**config.mk**
```make
export PLATFORM = sky130hd
export DESIGN_NAME = dp_ecc_ram_ctrl
export DESIGN_NICKNAME = d
export VERILOG_FILES = /design/src/rtl/dp_ecc_ram_ctrl.sv
export SDC_FILE = /design/constraint.sdc
export NUM_CORES = 2
export LEC_CHECK = 0
export BUFFER_PORTS_ARGS = -buffer_cell sky130_fd_sc_hd__buf_2
export CAP_MARGIN = 10
export CORE_UTILIZATION = 40
export CTS_CLUSTER_DIAMETER = 200
export DETAILED_ROUTE_END_ITERATION = 12
export HOLD_SLACK_MARGIN = 0.03
export PLACE_DENSITY_LB_ADDON = 0.08
export SETUP_SLACK_MARGIN = 0.4
export SLEW_MARGIN = 20
export SYNTH_ARGS = -nofsm -noshare
export SYNTH_HDL_FRONTEND = slang
export SYNTH_SLANG_ARGS = --single-unit
export TNS_END_PERCENT = 1
```
**constraint.sdc**
```tcl
create_clock -name clk -period 11.1 [get_ports clk]
set_input_delay 0 -clock clk [delete_from_list [all_inputs] [get_ports clk]]
set_output_delay 0 -clock clk [all_outputs]
set_load 0.01 [all_outputs]
```
**src/rtl/dp_ecc_ram_ctrl.sv**
```systemverilog
// Dual-port, single-clock RAM controller with SECDED Hamming protection.
// Each port has its own write/read latency; port A wins same-address write collisions.
module dp_ecc_ram_ctrl #(
  parameter  int unsigned DATA_A      = 32,
  parameter  int unsigned ADDR_A      = 6,
  parameter  int unsigned WR_LATENCYA = 2,
  parameter  int unsigned WR_LATENCYB = 2,
  parameter  int unsigned RD_LATENCYA = 3,
  parameter  int unsigned RD_LATENCYB = 3,
  // Fixed-point iteration of P = clog2(D+P+1); converges to the smallest valid P.
  localparam int unsigned P  = $clog2(DATA_A + $clog2(DATA_A + $clog2(DATA_A +
                                      $clog2(DATA_A + 1) + 1) + 1) + 1),
  localparam int unsigned CW = DATA_A + P + 1
) (
  input  logic              clk,
  input  logic              rst,
  input  logic              i_ena,
  input  logic              i_wea,
  input  logic [ADDR_A-1:0] i_addra,
  input  logic [DATA_A-1:0] i_data_in_a,
  input  logic [CW-1:0]     i_inj_a,
  output logic [DATA_A-1:0] o_dout_a,
  output logic              o_dbit_err_a,
  input  logic              i_enb,
  input  logic              i_web,
  input  logic [ADDR_A-1:0] i_addrb,
  input  logic [DATA_A-1:0] i_data_in_b,
  input  logic [CW-1:0]     i_inj_b,
  output logic [DATA_A-1:0] o_dout_b,
  output logic              o_dbit_err_b
);

  localparam int unsigned D     = DATA_A;
  localparam int unsigned Depth = 2 ** ADDR_A;

  // Codeword bit i is Hamming position i; bit 0 is overall even parity.
  function automatic logic [CW-1:0] encode(input logic [D-1:0] d);
    logic [CW-1:0] c;
    int unsigned   k;
    c = '0;
    k = 0;
    for (int unsigned i = 1; i < CW; i++) begin
      if ((i & (i - 1)) != 0) begin
        c[i] = d[k];
        k++;
      end
    end
    for (int unsigned j = 0; j < P; j++) begin
      for (int unsigned i = 1; i < CW; i++) begin
        if (i[j] && (i != (32'd1 << j))) c[32'd1 << j] = c[32'd1 << j] ^ c[i];
      end
    end
    c[0] = ^c[CW-1:1];
    return c;
  endfunction

  // Returns {double_err, data}.
  function automatic logic [D:0] decode(input logic [CW-1:0] c);
    logic [P-1:0]  s;
    logic          g;
    logic [CW-1:0] f;
    logic [D-1:0]  d;
    int unsigned   k;
    s = '0;
    for (int unsigned i = 1; i < CW; i++) begin
      if (c[i]) s = s ^ i[P-1:0];
    end
    g = ^c;
    f = c;
    if (g && (s != '0) && (32'(s) < CW)) f[s] = ~f[s];
    d = '0;
    k = 0;
    for (int unsigned i = 1; i < CW; i++) begin
      if ((i & (i - 1)) != 0) begin
        d[k] = f[i];
        k++;
      end
    end
    return {(s != '0) && !g, d};
  endfunction

  logic              en      [2];
  logic              we      [2];
  logic [ADDR_A-1:0] addr    [2];
  logic [D-1:0]      wdata   [2];
  logic [CW-1:0]     inj     [2];
  logic              wr_v    [2];
  logic [ADDR_A-1:0] wr_addr [2];
  logic [CW-1:0]     wr_cw   [2];
  logic [D:0]        rd_res  [2];
  logic [CW-1:0]     mem_q   [Depth];

  assign en[0]    = i_ena;
  assign en[1]    = i_enb;
  assign we[0]    = i_wea;
  assign we[1]    = i_web;
  assign addr[0]  = i_addra;
  assign addr[1]  = i_addrb;
  assign wdata[0] = i_data_in_a;
  assign wdata[1] = i_data_in_b;
  assign inj[0]   = i_inj_a;
  assign inj[1]   = i_inj_b;

  // Port A is applied last so it wins a same-address collision.
  always_ff @(posedge clk) begin
    if (wr_v[1]) mem_q[wr_addr[1]] <= wr_cw[1];
    if (wr_v[0]) mem_q[wr_addr[0]] <= wr_cw[0];
  end

  for (genvar p = 0; p < 2; p++) begin : g_port
    localparam int unsigned Wl = (p == 0) ? WR_LATENCYA : WR_LATENCYB;
    localparam int unsigned Rl = (p == 0) ? RD_LATENCYA : RD_LATENCYB;

    logic          req_wr;
    logic          req_rd;
    logic [CW-1:0] cw_in;
    logic [D:0]    rd_dec;
    logic          fin_v;
    logic [D:0]    fin_d;
    logic [D:0]    out_q;

    assign req_wr = en[p] & we[p] & ~rst;
    assign req_rd = en[p] & ~we[p] & ~rst;
    assign cw_in  = encode(wdata[p]) ^ inj[p];
    assign rd_dec = decode(mem_q[addr[p]]);

    if (Wl == 1) begin : g_wr_direct
      assign wr_v[p]    = req_wr;
      assign wr_addr[p] = addr[p];
      assign wr_cw[p]   = cw_in;
    end else begin : g_wr_pipe
      logic [Wl-2:0]     v_q;
      logic [ADDR_A-1:0] a_q [Wl-1];
      logic [CW-1:0]     c_q [Wl-1];
      always_ff @(posedge clk) begin
        v_q[0] <= req_wr;
        a_q[0] <= addr[p];
        c_q[0] <= cw_in;
        for (int unsigned i = 1; i < Wl - 1; i++) begin
          v_q[i] <= v_q[i-1] & ~rst;
          a_q[i] <= a_q[i-1];
          c_q[i] <= c_q[i-1];
        end
      end
      assign wr_v[p]    = v_q[Wl-2] & ~rst;
      assign wr_addr[p] = a_q[Wl-2];
      assign wr_cw[p]   = c_q[Wl-2];
    end

    if (Rl == 1) begin : g_rd_direct
      assign fin_v = req_rd;
      assign fin_d = rd_dec;
    end else begin : g_rd_pipe
      logic [Rl-2:0] v_q;
      logic [D:0]    d_q [Rl-1];
      always_ff @(posedge clk) begin
        v_q[0] <= req_rd;
        d_q[0] <= rd_dec;
        for (int unsigned i = 1; i < Rl - 1; i++) begin
          v_q[i] <= v_q[i-1] & ~rst;
          d_q[i] <= d_q[i-1];
        end
      end
      assign fin_v = v_q[Rl-2];
      assign fin_d = d_q[Rl-2];
    end

    // Holds the last read result; writes never disturb it.
    always_ff @(posedge clk) begin
      if (rst)        out_q <= '0;
      else if (fin_v) out_q <= fin_d;
    end

    assign rd_res[p] = out_q;
  end

  assign o_dout_a     = rd_res[0][D-1:0];
  assign o_dbit_err_a = rd_res[0][D];
  assign o_dout_b     = rd_res[1][D-1:0];
  assign o_dbit_err_b = rd_res[1][D];

endmodule

```
---- After elaboration in Yosys (flattened, before gate mapping) ----
Memories as Yosys holds them, arrays and structs flattened. A register that Yosys moved wholly into a read port is not among the register bits.
Index checks and enable logic that the tools add are counted.
storage, ports and cells
  bits in registers ....................... 6
  RAM bits ................................ 2718
  input port bits ......................... 160
  logic and storage cells ................. 386
  memories kept ........................... 7
operators by class
  $lt $le $gt $ge ......................... 6
  muxes and demuxes ....................... 92
  bitwise gates (word level) .............. 261
  reductions and logical operators ........ 16
memory list
  name                     words  bits a word  read ports  clocked after memory_dff  wr ports  line  source
  mem_q                    64     39           2           0                         2         91    logic [CW-1:0] mem_q [Depth];
  g_port[0].g_rd_pipe.d_q  2      33           2           1                         2         155   logic [D:0] d_q [Rl-1];
  g_port[1].g_rd_pipe.d_q  2      33           2           1                         2         155
  g_port[0].g_wr_pipe.c_q  1      39           1           0                         1         134   logic [CW-1:0] c_q [Wl-1];
  g_port[1].g_wr_pipe.c_q  1      39           1           0                         1         134
  g_port[0].g_wr_pipe.a_q  1      6            1           0                         1         133   logic [ADDR_A-1:0] a_q [Wl-1];
  +1 memories              n/a    n/a          n/a         n/a                       n/a       n/a
operators with widths
  operator              count
  $xor A1 B1 Y1         168
  $mux W5               32
  $mux W6               14
  $bwmux W39            2
  $mux W39              2
  $not A3 Y3            26
  $reduce_xor A39 Y1    2
  $xor A39 B39 Y39      2
  $reduce_xor A38 Y1    2
  $mux W4               16
  $not A2 Y2            26
  $not A4 Y4            10
  $mux W3               8
  $lt A6 B7 Y1 const B  2
  $and A1 B1 Y1         12
  $bmux W1 S6           2
  $demux W1 S6          2
  $ge A6 B1 Y1 const B  2
  $lt A6 B6 Y1 const B  2
  $reduce_bool A6 Y1    2
  $mux W1               10
  $not A1 Y1 const A    10
  $not A5 Y5            2
  $logic_and A1 B1 Y1   8
  3 further kinds       11

---- Longest topological paths before layout ----
An unclocked memory read counts as a cell.
  word-level depth ........................ 77
  gate-level depth with buffers ........... 23
  mapped depth without buffers ............ 13

---- Worst setup path before layout ----
Ideal clock, no wire load.
  path kind ............................... reg2reg
  start point ............................. memory g_port[1].g_wr_pipe.a_q[0][1]
  end point ............................... memory mem_q[26][0] (netlist name) (enable)
  setup time .............................. 0.490 ns
  arrival ................................. 4.297 ns
  path slack .............................. 6.313 ns
  stages on the path, launching flop included .. 5
  path buffers ............................ 1
  cell sequence ........................... dfxtp_1 clkbuf_1 or3b_2 or3b_2 o21ai_0
RTL lines
  item             line
  start, declared  133
  end, declared    91

==> flow_metrics.py <==
metrics = {
    "run_status": {
        "status": "complete, no violations",
    },
    "cts": {
        "cts_root_buffer": "clkbuf_16",
        "clock_latency_ps": 1000,
        "ctsHtreeMaxLevel": 5,
        "cts_buffer_depth": 4,
        "cts_tree": "done",
        "clock_sinks": 2790,
        "cts_setup_buffers": 0,
        "cts_buffers": 334,
        "clk_pin_slew_ps": 60,
    },
    "power_and_ir_drop": {
        "peakVddDrop_uv": 199,
        "powerDensity_nw_per_um2": 175,
        "p_leak_nw": 59.7,
    },
    "synthesis": {
        "yosysWarnings": 0,
        "synthMuxAreaShare_pct": 38.3,
        "synthAdderAreaFrac_pct": 0,
        "synth_edf_count": 2496,
        "yosys.area_share.simple_pct": 2.19,
        "synth_top_family_by_area": "multiplexers",
        "yosys_most_used_dff": "edfxtp_1",
        "syn_avg_cell_area_um2": 16.0,
        "synthDistinctLibCells": 101,
        "synth-xor-area-share_pct": 2.18,
        "synth_seq_cells": 2790,
        "syn_area_um2": 160000,
        "synth_compound_area_share_pct": 3.05,
        "syn_nets": 10200,
        "async_flop_share_pct": 0,
        "syn_inst": 10000,
        "seq_area_frac_synth_pct": 50.5,
    },
    "route": {
        "drc": 0,
        "routed_via_density": 7.22,
        "drtIter0Drc": 19700,
        "ant_nets": 0,
        "dr_total_vias": 113000,
        "finalWirelength_mm": 818,
        "avgRoutedWirePerCell_um": 52.1,
        "first_pass_iters": 7,
    },
    "global_route": {
        "grt_pass1_vias": 106000,
        "overflow": 0,
        "grt_pass1_wl_mm": 1050,
        "track_usage_pct": 39.8,
        "grt_max_degree": 95,
        "antenna_found_initial": 134,
    },
    "die": {
        "die_w_um": 635,
        "rows": 232,
        "ios": 226,
        "core_area_um2": 399000,
        "initial_core_util_pct": 40.2,
        "die-area_um2": 403000,
        "die_h_um": 635,
    },
    "timing": {
        "finalSetupTns_ps": 0,
        "fin_crit_ps": 6880,
        "period_share_pct": 62.0,
        "relSlewSlack_pct": 7.61,
        "fin_worst_skew_ps": 47.1,
        "fmax_ghz": 0.145,
        "setup_ws_ps": 4220,
        "rsz0062_at_grt": "no",
        "slew_viol_final": 0,
        "setup_viol": 0,
        "hold_viol_final": 0,
        "worstMarginPinSlew_ps": 1390,
    },
    "final_layout": {
        "layout.nets": 10200,
        "final.fill_count": 34800,
        "final_common_cell": "mux2_2",
        "drive_gt1_share_pct": 51.4,
        "mostFrequentLayoutCells": "mux2_2, edfxtp_1, mux4_2",
        "syn2layout_area_growth_pct": 13.5,
    },
    "worst_setup_path": {
        "cp-end-kind": "flip-flop",
        "slowest_stage": "xnor2_2",
        "cp_data_required_time_ps": 11880,
        "crit_path_max_fanout": 43,
        "cpLargestDelayFamily": "buffers and inverters",
        "r2r_setup_slack_ps": 5080,
        "cp_common_cell": "buf_4",
        "critPathLaunchType": "input pin",
        "crit_buf_inv": 4,
        "crit_chain": "dlygate4sd3_1 -> buf_8 -> buf_4 -> buf_4 -> mux4_2 -> a22oi_1 -> a21oi_1 -> nor4_4 -> xor2_1 -> xnor2_1 -> xnor2_4 -> xnor2_2 -> nand3_1 -> o32a_1 -> a221oi_4 -> mux2i_1",
        "crit_type": "input pin to flip-flop",
        "cp.arrival_ps": 7670,
        "critPathMaxStageDelay_ps": 800,
    },
    "placed_design": {
        "dp_hpwl_mm": 492,
        "gp_congestion": 0.968,
        "place_ws_ps": 4080,
        "portBuffers": 225,
    },
    "min_path": {
        "hold_path.class": "input pin to flip-flop",
    },
    "run": {
        "maxCapViolations": 0,
    },
}
==> sequential cells by signal, indices dropped and copies added (netlist names) <==
register              cells
g_port.g_wr_pipe.a_q     12
g_port.g_wr_pipe.c_q     78
g_port.g_rd_pipe.d_q    132
g_port.g_rd_pipe.v_q      4
mem_q                  2496
g_port.g_wr_pipe.v_q      2
g_port.out_q             66
==> kinds of logic (layout without fill, tap and decap cells) <==
kind of cell    after synthesis  count (layout)
compound gates              688             688
xor+xnor                    338             338
buf+inv                    1293            1626
flops                      2790            2790
mux                        4182            4182
simple gates                722             722
other cells                   0              73
==> cell usage after synthesis, types with 24 or more instances <==
cell type	n	area [um^2]
mux2_2	2537	28600
edfxtp_1	2496	75000
mux4_2	1302	29300
clkbuf_1	735	2760
mux2i_1	341	3410
dfxtp_1	294	5890
buf_1	227	852
nor2_1	220	826
nand2_1	209	785
a22oi_1	183	1370
xnor2_1	177	1550
buf_2	130	651
xor2_1	121	1060
a21oi_1	111	556
buf_4	101	758
o21ai_0	76	380
o22ai_1	76	475
nand3_1	68	340
buf_6	63	709
nor2b_1	49	307
a221oi_1	32	280
a211oi_1	31	233
nor3_1	28	140
xnor3_1	27	608
and2_1	25	156
a31oi_1	24	150
==> report_power, final <==
| group | leakage, nW | total [W] | internal, W | switching, W |
|---|---|---|---|---|
| clock network | 5.37 | 0.0113 | 0.00651 | 0.00484 |
| logic | 29.4 | 0.00756 | 0.00314 | 0.00442 |
| registers | 24.9 | 0.0129 | 0.0120 | 0.000840 |
| total | 59.7 | 0.0318 | 0.0217 | 0.0101 |
==> timing repair <==
action | in CTS | in global routing
gates resized for setup | 0 | 0
hold buffers | 313 | 0
hold endpoints to repair | 162 | 0
==> final cells by class <==
type | instances | area (um^2) | share of cell area [%]
Timing Repair Buffer | 987 | 8140 | 4.48
Antenna cell | 73 | 183 | 0.100
Multi-Input combinational cell | 5930 | 74800 | 41.2
Clock buffer | 457 | 9390 | 5.17
Sequential cell | 2790 | 81000 | 44.6
Tap cell | 5265 | 6590 | 3.62
Clock inverter | 162 | 1530 | 0.839
Inverter | 20 | 82.6 | 0.0454
==> worst paths after layout <==
kind                                     to  cells after the start                     startpoint
min          g_port[1].g_wr_pipe.c_q[0][26]                      4                    i_inj_b[26]
max          g_port[0].g_rd_pipe.d_q[0][30]                     16                     i_addra[2]
max reg2reg  g_port[0].g_rd_pipe.d_q[0][30]                     12                  mem_q[24][15]
min reg2reg   g_port[1].g_rd_pipe.d_q[1][6]                      0  g_port[1].g_rd_pipe.d_q[0][6]
==> worst reg2reg max path, delay by kind of cell, from the launching register on <==
kind	cells	cell delay (ps)
AND/OR/NAND/NOR	2	1160
XOR/XNOR	4	1690
AO/OA/AOI/OAI	4	1920
multiplexers	2	640
flip-flops	1	390
==> through the flow <==
stage / util [%] / total power [W] / hold slack, ps / instance area, um^2 / instances
2_1_floorplan: - / 0.0178 / 27.7 / 160000 / 10000
3_3_place_gp: 41.9 / 0.0202 / 175 / 167000 / 14700
3_5_place_dp: 42.0 / 0.0202 / 177 / 167000 / 14700
4_1_cts: 45.5 / 0.0316 / 51.4 / 181000 / 15600
5_1_grt: 45.5 / 0.0325 / 59.5 / 182000 / 15600
6_report: 45.6 / 0.0318 / 81.9 / 182000 / 15700
==> metal layers <==
metal | up-vias | global-route usage [%] | share of wire [%]
li1 | 40600 | - | -
met1 | 60200 | 50.4 | 36
met2 | 9814 | 56.8 | 42
met3 | 2468 | 15.5 | 14
met4 | 81 | 25.1 | 7.4
met5 | - | 0.966 | 0.12
Power figures use the tool's default switching activity.
